## src/rtl/div_unit_pkg.sv

```systemverilog
// div_unit_pkg: shared types and codes for the execute-stage divider.
// Holds FSM state encoding and the ALU control codes that select DIV/DIVU.
package div_unit_pkg;

    typedef enum logic [1:0] {
        DIV_IDLE = 2'd0,
        DIV_CALC = 2'd1,
        DIV_DONE = 2'd2
    } divState_e;

    localparam logic [3:0] ALU_DIV  = 4'b1010;
    localparam logic [3:0] ALU_DIVU = 4'b1011;

    function automatic logic isDivOp(input logic [3:0] aluControl);
        return (aluControl == ALU_DIV) || (aluControl == ALU_DIVU);
    endfunction

endpackage

```

## src/rtl/div_unit_if.sv

```systemverilog
// div_unit_if: request/result bundle between execute stage and divider.
// master = pipeline side (drives request), slave = divider (drives result).
interface div_unit_if #(
    parameter int WIDTH = 32
);
    logic             startE;
    logic             signedE;
    logic             annulE;
    logic [WIDTH-1:0] srcaE;
    logic [WIDTH-1:0] srcbE;
    logic             stall_divE;
    logic             readyE;
    logic [WIDTH-1:0] hiE;
    logic [WIDTH-1:0] loE;

    modport master (
        output startE, signedE, annulE, srcaE, srcbE,
        input  stall_divE, readyE, hiE, loE
    );

    modport slave (
        input  startE, signedE, annulE, srcaE, srcbE,
        output stall_divE, readyE, hiE, loE
    );
endinterface

```

## src/rtl/div_unit.sv

```systemverilog
// div_unit: iterative radix-2 restoring divider, one quotient bit per cycle.
// Ports: clk, rst (sync, active-high), bus (div_unit_if.slave: request in, HI/LO + stall/ready out).
module div_unit
    import div_unit_pkg::*;
#(
    parameter int WIDTH = 32,
    parameter int CNT_W = 6
) (
    input logic clk,
    input logic rst,
    div_unit_if.slave bus
);

    divState_e state, stateNext;

    logic [WIDTH-1:0] rem, quot, divisor, dividendRaw;
    logic             negQ, negR, divZero;
    logic [CNT_W-1:0] count;

    logic [WIDTH:0]   shifted, diff;
    logic             fits, lastIter;
    logic [WIDTH-1:0] remNext, quotNext, hiFinal, loFinal;
    logic             aNeg, bNeg;
    logic [WIDTH-1:0] aMag, bMag;

    function automatic logic [WIDTH-1:0] negIf(input logic en, input logic [WIDTH-1:0] v);
        return en ? (~v + 1'b1) : v;
    endfunction

    assign aNeg = bus.signedE & bus.srcaE[WIDTH-1];
    assign bNeg = bus.signedE & bus.srcbE[WIDTH-1];
    assign aMag = negIf(aNeg, bus.srcaE);
    assign bMag = negIf(bNeg, bus.srcbE);

    assign lastIter = (count == CNT_W'(WIDTH-1));

    // A shifted value with its top bit set always exceeds the divisor;
    // otherwise the top bit of the difference is the borrow.
    assign shifted  = {rem, quot[WIDTH-1]};
    assign diff     = shifted - {1'b0, divisor};
    assign fits     = shifted[WIDTH] | ~diff[WIDTH];
    assign remNext  = fits ? diff[WIDTH-1:0] : shifted[WIDTH-1:0];
    assign quotNext = {quot[WIDTH-2:0], fits};

    assign hiFinal = divZero ? dividendRaw : negIf(negR, remNext);
    assign loFinal = divZero ? '1 : negIf(negQ, quotNext);

    always_ff @(posedge clk) begin
        if (rst) state <= DIV_IDLE;
        else     state <= stateNext;
    end

    always_comb begin
        stateNext      = state;
        bus.stall_divE = 1'b0;
        bus.readyE     = 1'b0;
        case (state)
            DIV_IDLE: begin
                if (bus.startE && !bus.annulE) begin
                    stateNext      = DIV_CALC;
                    bus.stall_divE = 1'b1;
                end
            end
            DIV_CALC: begin
                bus.stall_divE = 1'b1;
                if (bus.annulE)    stateNext = DIV_IDLE;
                else if (lastIter) stateNext = DIV_DONE;
            end
            DIV_DONE: begin
                // A startE still high here belongs to the finished instruction.
                stateNext  = DIV_IDLE;
                bus.readyE = !bus.annulE;
            end
            default: stateNext = DIV_IDLE;
        endcase
    end

    always_ff @(posedge clk) begin
        if (rst) begin
            rem         <= '0;
            quot        <= '0;
            divisor     <= '0;
            dividendRaw <= '0;
            negQ        <= 1'b0;
            negR        <= 1'b0;
            divZero     <= 1'b0;
            count       <= '0;
            bus.hiE     <= '0;
            bus.loE     <= '0;
        end else begin
            case (state)
                DIV_IDLE: begin
                    if (bus.startE && !bus.annulE) begin
                        rem         <= '0;
                        quot        <= aMag;
                        divisor     <= bMag;
                        dividendRaw <= bus.srcaE;
                        negQ        <= aNeg ^ bNeg;
                        negR        <= aNeg;
                        divZero     <= (bus.srcbE == '0);
                        count       <= '0;
                    end
                end
                DIV_CALC: begin
                    if (!bus.annulE) begin
                        rem   <= remNext;
                        quot  <= quotNext;
                        count <= count + 1'b1;
                        // Results land on the edge into DONE so they are visible with readyE.
                        if (lastIter) begin
                            bus.hiE <= hiFinal;
                            bus.loE <= loFinal;
                        end
                    end
                end
                default: ;
            endcase
        end
    end

endmodule

```

## src/flat_wrapper.sv

```systemverilog
// flat-port wrapper written by rule: the top's interface ports become plain ports
module div_unit_flat import div_unit_pkg::*;
#(
    parameter int WIDTH = 32,
    parameter int CNT_W = 6
)
  (clk, rst, bus_startE, bus_signedE, bus_annulE, bus_srcaE, bus_srcbE, bus_stall_divE, bus_readyE, bus_hiE, bus_loE);
  div_unit_if #(.WIDTH(WIDTH)) bus_i ();
  input logic clk;
  input logic rst;
  input wire logic [$bits(bus_i.startE)-1:0] bus_startE;
  input wire logic [$bits(bus_i.signedE)-1:0] bus_signedE;
  input wire logic [$bits(bus_i.annulE)-1:0] bus_annulE;
  input wire logic [$bits(bus_i.srcaE)-1:0] bus_srcaE;
  input wire logic [$bits(bus_i.srcbE)-1:0] bus_srcbE;
  output wire logic [$bits(bus_i.stall_divE)-1:0] bus_stall_divE;
  output wire logic [$bits(bus_i.readyE)-1:0] bus_readyE;
  output wire logic [$bits(bus_i.hiE)-1:0] bus_hiE;
  output wire logic [$bits(bus_i.loE)-1:0] bus_loE;
  assign bus_i.startE = bus_startE;
  assign bus_i.signedE = bus_signedE;
  assign bus_i.annulE = bus_annulE;
  assign bus_i.srcaE = bus_srcaE;
  assign bus_i.srcbE = bus_srcbE;
  assign bus_stall_divE = bus_i.stall_divE;
  assign bus_readyE = bus_i.readyE;
  assign bus_hiE = bus_i.hiE;
  assign bus_loE = bus_i.loE;
  div_unit #(.WIDTH(WIDTH), .CNT_W(CNT_W)) u_core (.clk(clk), .rst(rst), .bus(bus_i));
endmodule
```

## config.mk

```make
export PLATFORM = sky130hd
export DESIGN_NAME = div_unit_flat
export DESIGN_NICKNAME = d
export VERILOG_FILES = /design/src/rtl/div_unit_pkg.sv /design/src/rtl/div_unit_if.sv /design/src/rtl/div_unit.sv /design/src/flat_wrapper.sv
export SDC_FILE = /design/constraint.sdc
export NUM_CORES = 1
export LEC_CHECK = 0
export BUFFER_PORTS_ARGS = -buffer_cell sky130_fd_sc_hd__buf_2
export CAP_MARGIN = 20
export CORE_AREA = 10 10 159 161
export CTS_CLUSTER_DIAMETER = 80
export DETAILED_ROUTE_END_ITERATION = 12
export DIE_AREA = 0 0 169 171
export PLACE_DENSITY = 0.89
export SYNTH_ARGS = -nofsm -noshare
export SYNTH_HDL_FRONTEND = slang
export SYNTH_SLANG_ARGS = --single-unit
```

## constraint.sdc

```tcl
create_clock -name clk -period 14.8 [get_ports clk]
set_input_delay 4.44 -clock clk [delete_from_list [all_inputs] [get_ports clk]]
set_output_delay 4.44 -clock clk [all_outputs]
set_load 0.1 [all_outputs]
```

==> reports/summary.txt, run 1 <==
Outcome: complete, no violations
Combinational share of power: 19.0%
Post-DP Area: 13800 um2
Residual DRC: 0
Sequential power share: 40.7%
Clock Pin Slew Worst Setup and Hold Paths: 0.06 ns
Main combinational cell family by area after synthesis: compound AO/OA/AOI/OAI gates
Switch share: 30.8%
Post_cts resized: 0
Ports: 135
Vias in the first global route: 12633
Post-synth EDFFs: 0
Die X: 169 um
Synth Area in Simple Gates: 23.4%
Worst hold path type: flip-flop to flip-flop
Mux share of post-synthesis cell area: 1.32%
Chip Height: 171 um
Yosys warns: 0
Main synth FF type: dfxtp_1
Critical Path Fanout Max: 4
Max Slew Vio Count: 0
Worst slew pin tran: 0.983 ns
Antenna Cells: 0
Yosys cell types: 85
Vias per inst: 6.37
Req. time, crit path: 10.36 ns
Synth Area in Compound Gates: 27.3%
Clk root buf: clkbuf_16
PwrDens: 98.2 nW/um2
Hold-critical path depth: 2
Die footprint: 28900 um2
Max_cap viols: 0
Setup CP Type: primary input to output port
Most common cell after layout, fill and taps aside: nor2_1
Largest net degree at the start of global routing: 124
Fillers: 1873
Routed WL: 40000 um
CTS tree: built
Reg-to-reg slack, setup: 8.74 ns
Drt pass-1 iters: 8
Achievable Freq: 0.102 GHz
Post-route setup TNS: 0 ns
Syn_nets: 1876
Most frequent cells in the layout: nor2_1, nand2_1, dfxtp_1
Cts hold-fix bufs: 0
CTS buffer count: 23
Worst hold path endpoint: u_core.dividendRaw[28]
Layout cells sized above 1: 12.6%
Via count: 13529
Yosys reg bits: 203
WL/cell: 18.8 um
Synth Area in XOR/XNOR: 7.87%
Clock Latency Late Sink: 0.54 ns
Min-delay src: u_core.dividendRaw[28]
Worst reg-to-reg path cell count: 19
Startpoint Class: primary input
Yosys top cell area share: 30.9%
Sequential share of the synthesized area: 30.9%
Post-Synthesis Cells: 1769
Endpoint type of the worst setup path: output port
Critical R2R Capture: u_core.bus.hiE[26]
Worst EP arrival: 5.33 ns
Max Root-Sink Buffers: 3
I/O Buffers: 134
Clock power frac: 40.3%
Area Overhead vs Synth: 10.8%
Post-CTS Setup Bufs: 0
Placer Congestion: 0.934
Rows: 55
GR Util All Layers: 26.4%
Dominant cells by area after synthesis: dfxtp_1, nor2_1, a21oi_1
Minimum clock period: 9.77 ns
Initial core utilization: 59.1%
Overflow after GRT: 0
Yosys top cell by area: dfxtp_1
Initial antenna violation count: 1
Synthesized area: 13100 um2
First-pass GRT wire length: 64500 um
Final setup fails: 0
Post-route ant nets: 0
Skew final: 0.0177 ns
Design Area, Final: 14600 um2
TritonCTS Sinks: 203
Synthesized area per cell: 7.43 um2
Share of synthesized registers carrying an async set or reset: 0%
FF-to-FF Start: u_core.quot[31]
Relative slew slack: 34.5%
DP Wirelength: 28900 um
Leakage Power: 5.72 nW
H-tree depth: 1
Adder-cell area share of the yosys netlist: 3.68%
Final hold vios: 0
Nets: 1929
Psw: 0.440 mW
Final period utilization: 66.0%
DRT iter0 DRCs: 1638
Core region area: 22200 um2
Total power: 1.43 mW
RSZ-0062 raised after global routing: false
Int Pwr: 0.988 mW
Worst VDD drop: 0.0000653 V
==> synth_stat cells (all sizes together) (3+ instances only) <==
master and instances:
nor2 249, nand2 208, dfxtp 203, a21oi 167, a211oi 95, clkbuf 89
o21ai 89, xor2 66, inv 55, xnor2 52, ha 37, nor3 36
or3 33, buf 32, o31ai 31, a22oi 26, nand3 23, a311oi 21
a31oi 19, or4 19, and3 18, o41ai 17, and2 16, o211ai 16
mux2i 14, or2 13, nor4 11, o21a 11, nand2b 10, nand4 9
a21o 8, a31o 6, and4 6, nor2b 6, nor3b 5, nor4b 5
a21boi 4, a2111oi 3, a2bb2oi 3, mux2 3, nand3b 3, o22ai 3
o31a 3
==> cells by family (layout without fill, tap and decap cells) <==
kind of cell / Yosys count / count (layout)
AND/OR/NAND/NOR: 673 / 673
flip-flops: 203 / 203
multiplexers: 17 / 17
XOR/XNOR: 118 / 118
buffers and inverters: 177 / 247
AO/OA/AOI/OAI: 543 / 543
adder cells (fa/ha/maj): 38 / 38
==> cell type report <==
| class | count | area, um2 | share of cell area, % |
|---|---|---|---|
| timing repair buffer | 149 | 790 | 5.43 |
| inverter | 56 | 210 | 1.44 |
| multi-input combinational | 1389 | 8380 | 57.6 |
| sequential | 203 | 4060 | 27.9 |
| clock buffer | 31 | 646 | 4.44 |
| tap | 285 | 357 | 2.45 |
| clock inverter | 11 | 111 | 0.765 |
==> critical path, cell delays in order <==
cell and delay [ns]:
buf_2 0.12, nand2b_1 0.17, a21oi_1 0.15, buf_2 0.44
==> stage by stage <==
step                hold slack (ns)  setup slack, ns  util, %  std cells
detailed placement            0.444             5.02     62.1       2082
global route                  0.471             4.96     65.5       2124
finish                        0.452             5.03     65.5       2124
floorplan                     0.431             3.73        -       1769
global placement              0.440             5.05     62.1       2082
CTS                           0.453             5.02     65.5       2124
==> sequential cells by signal, summed over array words and instances, names as in the netlist, 2 cells and up <==
| signal | flops |
|---|---|
| u_core.dividendRaw | 32 |
| u_core.count | 6 |
| u_core.bus.hiE | 32 |
| u_core.divisor | 32 |
| u_core.quot | 32 |
| u_core.bus.loE | 32 |
| u_core.rem | 32 |
| u_core.state | 2 |
==> how the worst max path moves through the flow <==
stage                          start             end  slack (ns)  cells past startpoint
after floorplan           bus_annulE      bus_readyE        3.73                      1
after global placement    bus_annulE  bus_stall_divE        5.05                      4
after detailed placement  bus_annulE  bus_stall_divE        5.02                      4
after CTS                 bus_annulE  bus_stall_divE        5.02                      4
after global routing      bus_annulE  bus_stall_divE        4.96                      4
final                     bus_annulE  bus_stall_divE        5.03                      4
==> power by group through the flow <==
stage	Combinational, mW	Clock, mW	Sequential, mW
after floorplan	0.199	0	0.587
after global placement	0.256	0	0.591
after detailed placement	0.262	0	0.592
after CTS	0.265	0.576	0.580
after global routing	0.298	0.603	0.583
final	0.271	0.576	0.581
==> routing by layer <==
metal	GRT usage, %	vias up	routed length [um]
met5	0	-	0
met4	8.41	0	1200
met3	4.68	113	3800
met2	41.6	620	17900
met1	35.9	6311	17100
li1	-	6485	-
No activity file was read; power rests on OpenSTA's default activity.
==> run 2: changes to the inputs <==
Settings changed: ABC_AREA set to 1, CORE_AREA 10 10 159 161 to 10 10 169 171, DIE_AREA 0 0 169 171 to 0 0 179 181, PLACE_DENSITY 0.89 to 0.86.
Clock period 14.8 ns to 8.7 ns, I/O delays scaled along.
==> reports/summary.txt, run 2 <==
Reg-to-reg slack, setup: 3.37 ns (was 8.74 ns)
Clk root buf: clkbuf_16 (unchanged)
I/O Buffers: 134 (unchanged)
Chip Height: 181 um (was 171 um)
Yosys cell types: 52 (was 85)
Dominant cells by area after synthesis: dfxtp_1, nand2_1, inv_1 (was dfxtp_1, nor2_1, a21oi_1)
Synthesized area: 13600 um2 (was 13100 um2)
First-pass GRT wire length: 69300 um (was 64500 um)
Vias in the first global route: 13501 (was 12633)
Synth Area in Compound Gates: 18.4% (was 27.3%)
DP Wirelength: 34000 um (was 28900 um)
Total power: 2.64 mW (was 1.43 mW)
Mux share of post-synthesis cell area: 0% (was 1.32%)
DRT iter0 DRCs: 1539 (was 1638)
Dpl cells: 2598 (was 2082)
Nets: 2400 (was 1929)
Clock Latency Late Sink: 0.54 ns (about the same)
Core region area: 25000 um2 (was 22200 um2)
Yosys top cell by area: dfxtp_1 (unchanged)
Initial antenna violation count: 2 (was 1)
Worst slew pin tran: 1.06 ns (was 0.983 ns)
Main synth FF type: dfxtp_1 (unchanged)
Post-route setup TNS: 0 ns (unchanged)
Req. time, crit path: 6.09 ns (was 10.36 ns)
Layout cells sized above 1: 11.0% (was 12.6%)
Leakage Power: 7.68 nW (was 5.72 nW)
Rows: 58 (was 55)
Die footprint: 32400 um2 (was 28900 um2)
WL/cell: 16.8 um (was 18.8 um)
Most common cell after layout, fill and taps aside: nand2_1 (was nor2_1)
Minimum clock period: 6.99 ns
DP Worst Slack: 1.76 ns (was 5.02 ns)
Worst Setup Slack, final: 1.71 ns (was 5.03 ns)
Relative slew slack: 28.8% (was 34.5%)
Startpoint Class: primary input (unchanged)
Area occupied by multi-input gates: 7970 um2 (was 8380 um2)
Syn_nets: 2315 (was 1876)
TritonCTS Sinks: 203 (unchanged)
Yosys warns: 0 (unchanged)
Adder-cell area share of the yosys netlist: 3.55% (was 3.68%)
Setup CP Type: primary input to output port (unchanged)
Most frequent cells after synthesis: nand2_1, inv_1, a21oi_1, dfxtp_1, nor2_1 (was nor2_1, nand2_1, dfxtp_1, a21oi_1, a211oi_1)
Final period utilization: 80.3%
Skew final: 0.0263 ns (was 0.0177 ns)
Worst EP arrival: 4.38 ns (was 5.33 ns)
H-tree depth: 1 (unchanged)
Post-Synthesis Cells: 2208 (was 1769)
Ports: 135 (unchanged)
Most frequent cells in the layout: nand2_1, inv_1, a21oi_1, dfxtp_1, nor2_1 (was nor2_1, nand2_1, dfxtp_1)
Non-Filler Instances: 2638 (was 2124)
CTS buffer count: 23 (unchanged)
Overflow after GRT: 0 (unchanged)
Achievable Freq: 0.143 GHz
Synthesized area per cell: 6.16 um2 (was 7.43 um2)
Largest net degree at the start of global routing: 80 (was 124)
Residual DRC: 0 (unchanged)
Worst VDD drop: 0.000189 V (was 0.0000653 V)
Clock Pin Slew Worst Setup and Hold Paths: 0.06 ns (about the same)
Area Overhead vs Synth: 11.4% (was 10.8%)
Fillers: 2404 (was 1873)
Final hold vios: 0 (unchanged)
CP cell instances: buf_2 > inv_1 > nand2_1 > nor2_1 > inv_2 > nand2_1 > buf_2 (was buf_2 > nand2b_1 > a21oi_1 > buf_2)
Max Slew Vio Count: 0 (unchanged)
Max Root-Sink Buffers: 3 (unchanged)
Post-CTS Setup Bufs: 0 (unchanged)
Sequential share of the synthesized area: 29.9% (was 30.9%)
Outcome: complete, no violations (unchanged)
RSZ-0062 raised after global routing: false (unchanged)
Yosys top cell area share: 29.9% (was 30.9%)
Storage element area: 4060 um2 (unchanged)
Main combinational cell family by area after synthesis: simple AND/OR/NAND/NOR gates (was compound AO/OA/AOI/OAI gates)
Post_cts resized: 0 (unchanged)
PwrDens: 174 nW/um2 (was 98.2 nW/um2)
Routed WL: 44300 um (was 40000 um)
Cts hold-fix bufs: 0 (unchanged)
Count leader, synth: nand2_1 (was nor2_1)
CTS tree: built (unchanged)
Worst hold path type: flip-flop to flip-flop (unchanged)
Max_cap viols: 0 (unchanged)
Endpoint type of the worst setup path: output port (unchanged)
Final setup fails: 0 (unchanged)
Placer Congestion: 0.985 (was 0.934)
Vias per inst: 5.60 (was 6.37)
GR Util All Layers: 26.0% (was 26.4%)
CP Buf/Inv Count: 4 (was 2)
Drt pass-1 iters: 6 (was 8)
Die X: 179 um (was 169 um)
Yosys reg bits: 203 (unchanged)
Synth Area in XOR/XNOR: 3.54% (was 7.87%)
Initial core utilization: 54.4% (was 59.1%)
Via count: 14782 (was 13529)
Share of synthesized registers carrying an async set or reset: 0% (unchanged)
Post-route ant nets: 0 (unchanged)
CP delay by family, top: simple AND/OR/NAND/NOR gates (was buffers and inverters)
Post-synth EDFFs: 0 (unchanged)
Crit-path max cell delay: 0.82 ns (was 0.44 ns)
Critical Path Fanout Max: 14 (was 4)
CP max stage cell: nor2_1 (was buf_2)
Synth Area in Simple Gates: 33.0% (was 23.4%)
## run 2: changes by cell type after synthesis, moves of 37 or more
cell	previous run	this run
inv_1	54	310
nor2_1	249	177
a211oi_1	90	3
a21oi_1	166	203
nand3_1	23	135
o21ai_0	85	158
nand2_1	208	608
## run 2: area by class of cell
| type | instances | share of cell area (%) |
|---|---|---|
| Tap cell | 330 | 2.72 |
| Clock buffer | 28 | 4.12 |
| Antenna cell | 1 | 0.0165 |
| Clock inverter | 11 | 0.734 |
| Multi-Input combinational cell | 1598 | 52.6 |
| Timing Repair Buffer | 149 | 5.17 |
| Inverter | 318 | 7.87 |
| Sequential cell | 203 | 26.8 |
## run 2: report_power, final
group          internal (mW)  switching, mW
sequential             0.963         0.0321
combinational          0.218          0.475
clock                  0.545          0.407
## run 2: cell families after synthesis
family          after synthesis
buf+inv                     407
compound gates              456
simple gates               1049
fa+ha+maj                    38
xor+xnor                     55
flops                       203
## run 2: per-stage QoR
| step | instance area (um2) | hold slack (ns) | util (%) |
|---|---|---|---|
| 6_report | 15200 | 0.463 | 60.6 |
| 2_1_floorplan | 13600 | 0.430 | - |
| 3_3_place_gp | 14400 | 0.446 | 57.6 |
| 3_5_place_dp | 14400 | 0.452 | 57.6 |
| 4_1_cts | 15200 | 0.465 | 60.6 |
| 5_1_grt | 15200 | 0.479 | 60.6 |
## run 2: tightest hold or removal path, cell delays in order, from the launching register on
cell and delay (ns):
dfxtp_1 0.31, nand2_1 0.06, a21oi_1 0.05
## run 2: routing by layer
metal | vias up | GRT usage [%] | wire length (um)
li1 | 7296 | - | -
met1 | 6802 | 35.0 | 19400
met2 | 591 | 42.2 | 20400
met3 | 91 | 3.54 | 3220
met4 | 2 | 7.44 | 1310
met5 | - | 0 | 13
## run 2: path summary, 6_finish.rpt
path / start / to / depth (start not counted)
worst min-delay path: u_core.bus.hiE[30] / u_core.bus.hiE[30] / 2
worst max register to register: u_core.divisor[31] / u_core.bus.loE[30] / 22
worst min register to register: u_core.bus.hiE[30] / u_core.bus.hiE[30] / 2
worst max-delay path: bus_annulE / bus_stall_divE / 7
==> run 3: changes to the inputs <==
Settings changed: CORE_AREA 10 10 169 171 to 10 10 162 164, DIE_AREA 0 0 179 181 to 0 0 172 174, PLACE_DENSITY 0.86 to 0.89.
Clock period 8.7 ns to 6.5 ns, I/O delays scaled along.
==> reports/summary.txt, run 3 (synthesis results as in run 2) <==
Final hold vios: 0 (unchanged)
Post-DP Area: 14400 um2 (about the same)
Relative slew slack: 37.4% (was 28.8%)
Nets: 2402 (was 2400)
CP cell instances: inv_1 > ha_1 > nand2_1 > inv_1 > nand2_1 > nand2_1 > inv_1 > nand2_1 > a21oi_4 > nand2_4 > inv_2 > ha_1 > nand3_1 > nor3_1 > nand3_1 > nor3_1 > nand3_1 > o21ai_0 > o21ai_0 > nor2_1 > o21ai_0 > xor2_1 > o221ai_1 > inv_1 (was buf_2 > inv_1 > nand2_1 > nor2_1 > inv_2 > nand2_1 > buf_2)
Post-route setup TNS: 0 ns (unchanged)
Area occupied by multi-input gates: 7970 um2 (unchanged)
Worst hold path endpoint: u_core.bus.hiE[30] (unchanged)
Clock Latency Late Sink: 0.55 ns (was 0.54 ns)
Post-layout util: 66.2% (was 60.6%)
Clk root buf: clkbuf_16 (unchanged)
Achievable Freq: 0.193 GHz
Worst slew pin tran: 0.937 ns (was 1.06 ns)
Worst hold path type: flip-flop to flip-flop (unchanged)
CTS tree: built (unchanged)
Minimum clock period: 5.19 ns
Max_cap viols: 0 (unchanged)
Ports: 135 (unchanged)
Clock Pin Slew Worst Setup and Hold Paths: 0.07 ns (was 0.06 ns)
CP delay by family, top: simple AND/OR/NAND/NOR gates (unchanged)
Most frequent cells in the layout: nand2_1, inv_1, a21oi_1, dfxtp_1, nor2_1 (unchanged)
Vias per inst: 5.85 (was 5.60)
Startpoint Class: flip-flop (was primary input)
Via count: 15243 (was 14782)
Design Area, Final: 15300 um2 (was 15200 um2)
Chip Height: 174 um (was 181 um)
Die footprint: 29900 um2 (was 32400 um2)
RSZ-0062 raised after global routing: false (unchanged)
Min-delay src: u_core.bus.hiE[30] (unchanged)
Post_cts resized: 0 (unchanged)
Min Hold Slack: 0.460 ns (was 0.463 ns)
Fillers: 2055 (was 2404)
Reg-to-reg slack, setup: 1.31 ns (was 3.37 ns)
Rows: 56 (was 58)
CP Buf/Inv Count: 5 (was 4)
GR Util All Layers: 29.0% (was 26.0%)
Initial core utilization: 58.9% (was 54.4%)
Drt pass-1 iters: 6 (unchanged)
Critical Path Fanout Max: 50 (was 14)
Worst EP arrival: 5.63 ns (was 4.38 ns)
Max Slew Vio Count: 0 (unchanged)
Storage element area: 4060 um2 (unchanged)
Layout cells sized above 1: 11.2% (was 11.0%)
Overflow after GRT: 0 (unchanged)
Crit-path max cell delay: 0.46 ns (was 0.82 ns)
PwrDens: 247 nW/um2 (was 174 nW/um2)
Cts hold-fix bufs: 0 (unchanged)
Skew final: 0.0376 ns (was 0.0263 ns)
Hold-critical path depth: 2 (unchanged)
Endpoint type of the worst setup path: flip-flop (was output port)
DP Wirelength: 33200 um (was 34000 um)
Outcome: complete, no violations (unchanged)
I/O Buffers: 134 (unchanged)
Placer Congestion: 0.980 (was 0.985)
Area Overhead vs Synth: 12.4% (was 11.4%)
Largest net degree at the start of global routing: 80 (unchanged)
TritonCTS Sinks: 203 (unchanged)
Vias in the first global route: 14287 (was 13501)
Worst reg-to-reg path cell count: 24 (was 22)
Critical R2R Capture: u_core.bus.loE[28] (was u_core.bus.loE[30])
Max Root-Sink Buffers: 3 (unchanged)
Core region area: 23100 um2 (was 25000 um2)
Worst Setup Slack, final: 1.31 ns (was 1.71 ns)
Post-route ant nets: 0 (unchanged)
Final setup fails: 0 (unchanged)
Routed WL: 45100 um (was 44300 um)
WL/cell: 17.3 um (was 16.8 um)
H-tree depth: 1 (unchanged)
CTS buffer count: 24 (was 23)
CP startpoint: u_core.divisor[23] (was bus_annulE)
DP Worst Slack: 1.46 ns (was 1.76 ns)
DRT iter0 DRCs: 1815 (was 1539)
Residual DRC: 0 (unchanged)
Total power: 3.77 mW (was 2.64 mW)
Die X: 172 um (was 179 um)
CP max stage cell: a21oi_4 (was nor2_1)
Worst VDD drop: 0.000230 V (was 0.000189 V)
First-pass GRT wire length: 71600 um (was 69300 um)
Leakage Power: 7.75 nW (was 7.68 nW)
Dpl cells: 2557 (was 2598)
FF-to-FF Start: u_core.divisor[23] (was u_core.divisor[31])
Most common cell after layout, fill and taps aside: nand2_1 (unchanged)
Final period utilization: 79.8%
Non-Filler Instances: 2604 (was 2638)
Setup CP Type: flip-flop to flip-flop (was primary input to output port)
Initial antenna violation count: 6 (was 2)
Post-CTS Setup Bufs: 0 (unchanged)
Req. time, crit path: 6.94 ns (was 6.09 ns)
==> run 3: worst max path at each step <==
| stage | cells after the start | slack (ns) | end |
|---|---|---|---|
| 2_1_floorplan | 6 | 1.31 | bus_stall_divE |
| 3_3_place_gp | 8 | 1.45 | bus_stall_divE |
| 3_5_place_dp | 8 | 1.46 | bus_stall_divE |
| 4_1_cts | 24 | 1.45 | u_core.bus.loE[28] |
| 5_1_grt | 24 | 0.67 | u_core.bus.loE[28] |
| 6_report | 24 | 1.31 | u_core.bus.loE[28] |
==> run 3: area by class of cell <==
class	count	area share, %
antenna	1	0.0164
sequential	203	26.6
tap	290	2.37
clock inverter	17	1.61
timing repair buffer	150	5.38
multi-input combinational	1598	52.1
inverter	318	7.80
clock buffer	27	4.13
==> run 3: where the power goes <==
| group | internal [mW] | switching, mW |
|---|---|---|
| combinational | 0.292 | 0.649 |
| clock | 0.907 | 0.592 |
| sequential | 1.29 | 0.0441 |
| total | 2.49 | 1.28 |
==> run 3: layer usage <==
layer  vias to the layer above  GRT usage, %  share of wire (%)
li1                       7311             -                  -
met2                       758          47.6                 46
met1                      7035          36.3                 41
met4                         4          11.2                3.9
met3                       135          5.73                9.0
met5                         -             0              0.060
==> run 3: worst min-delay path, stage by stage (launching register included) <==
cell and delay, ns:
dfxtp_1 0.31, nand2_1 0.06, a21oi_1 0.05
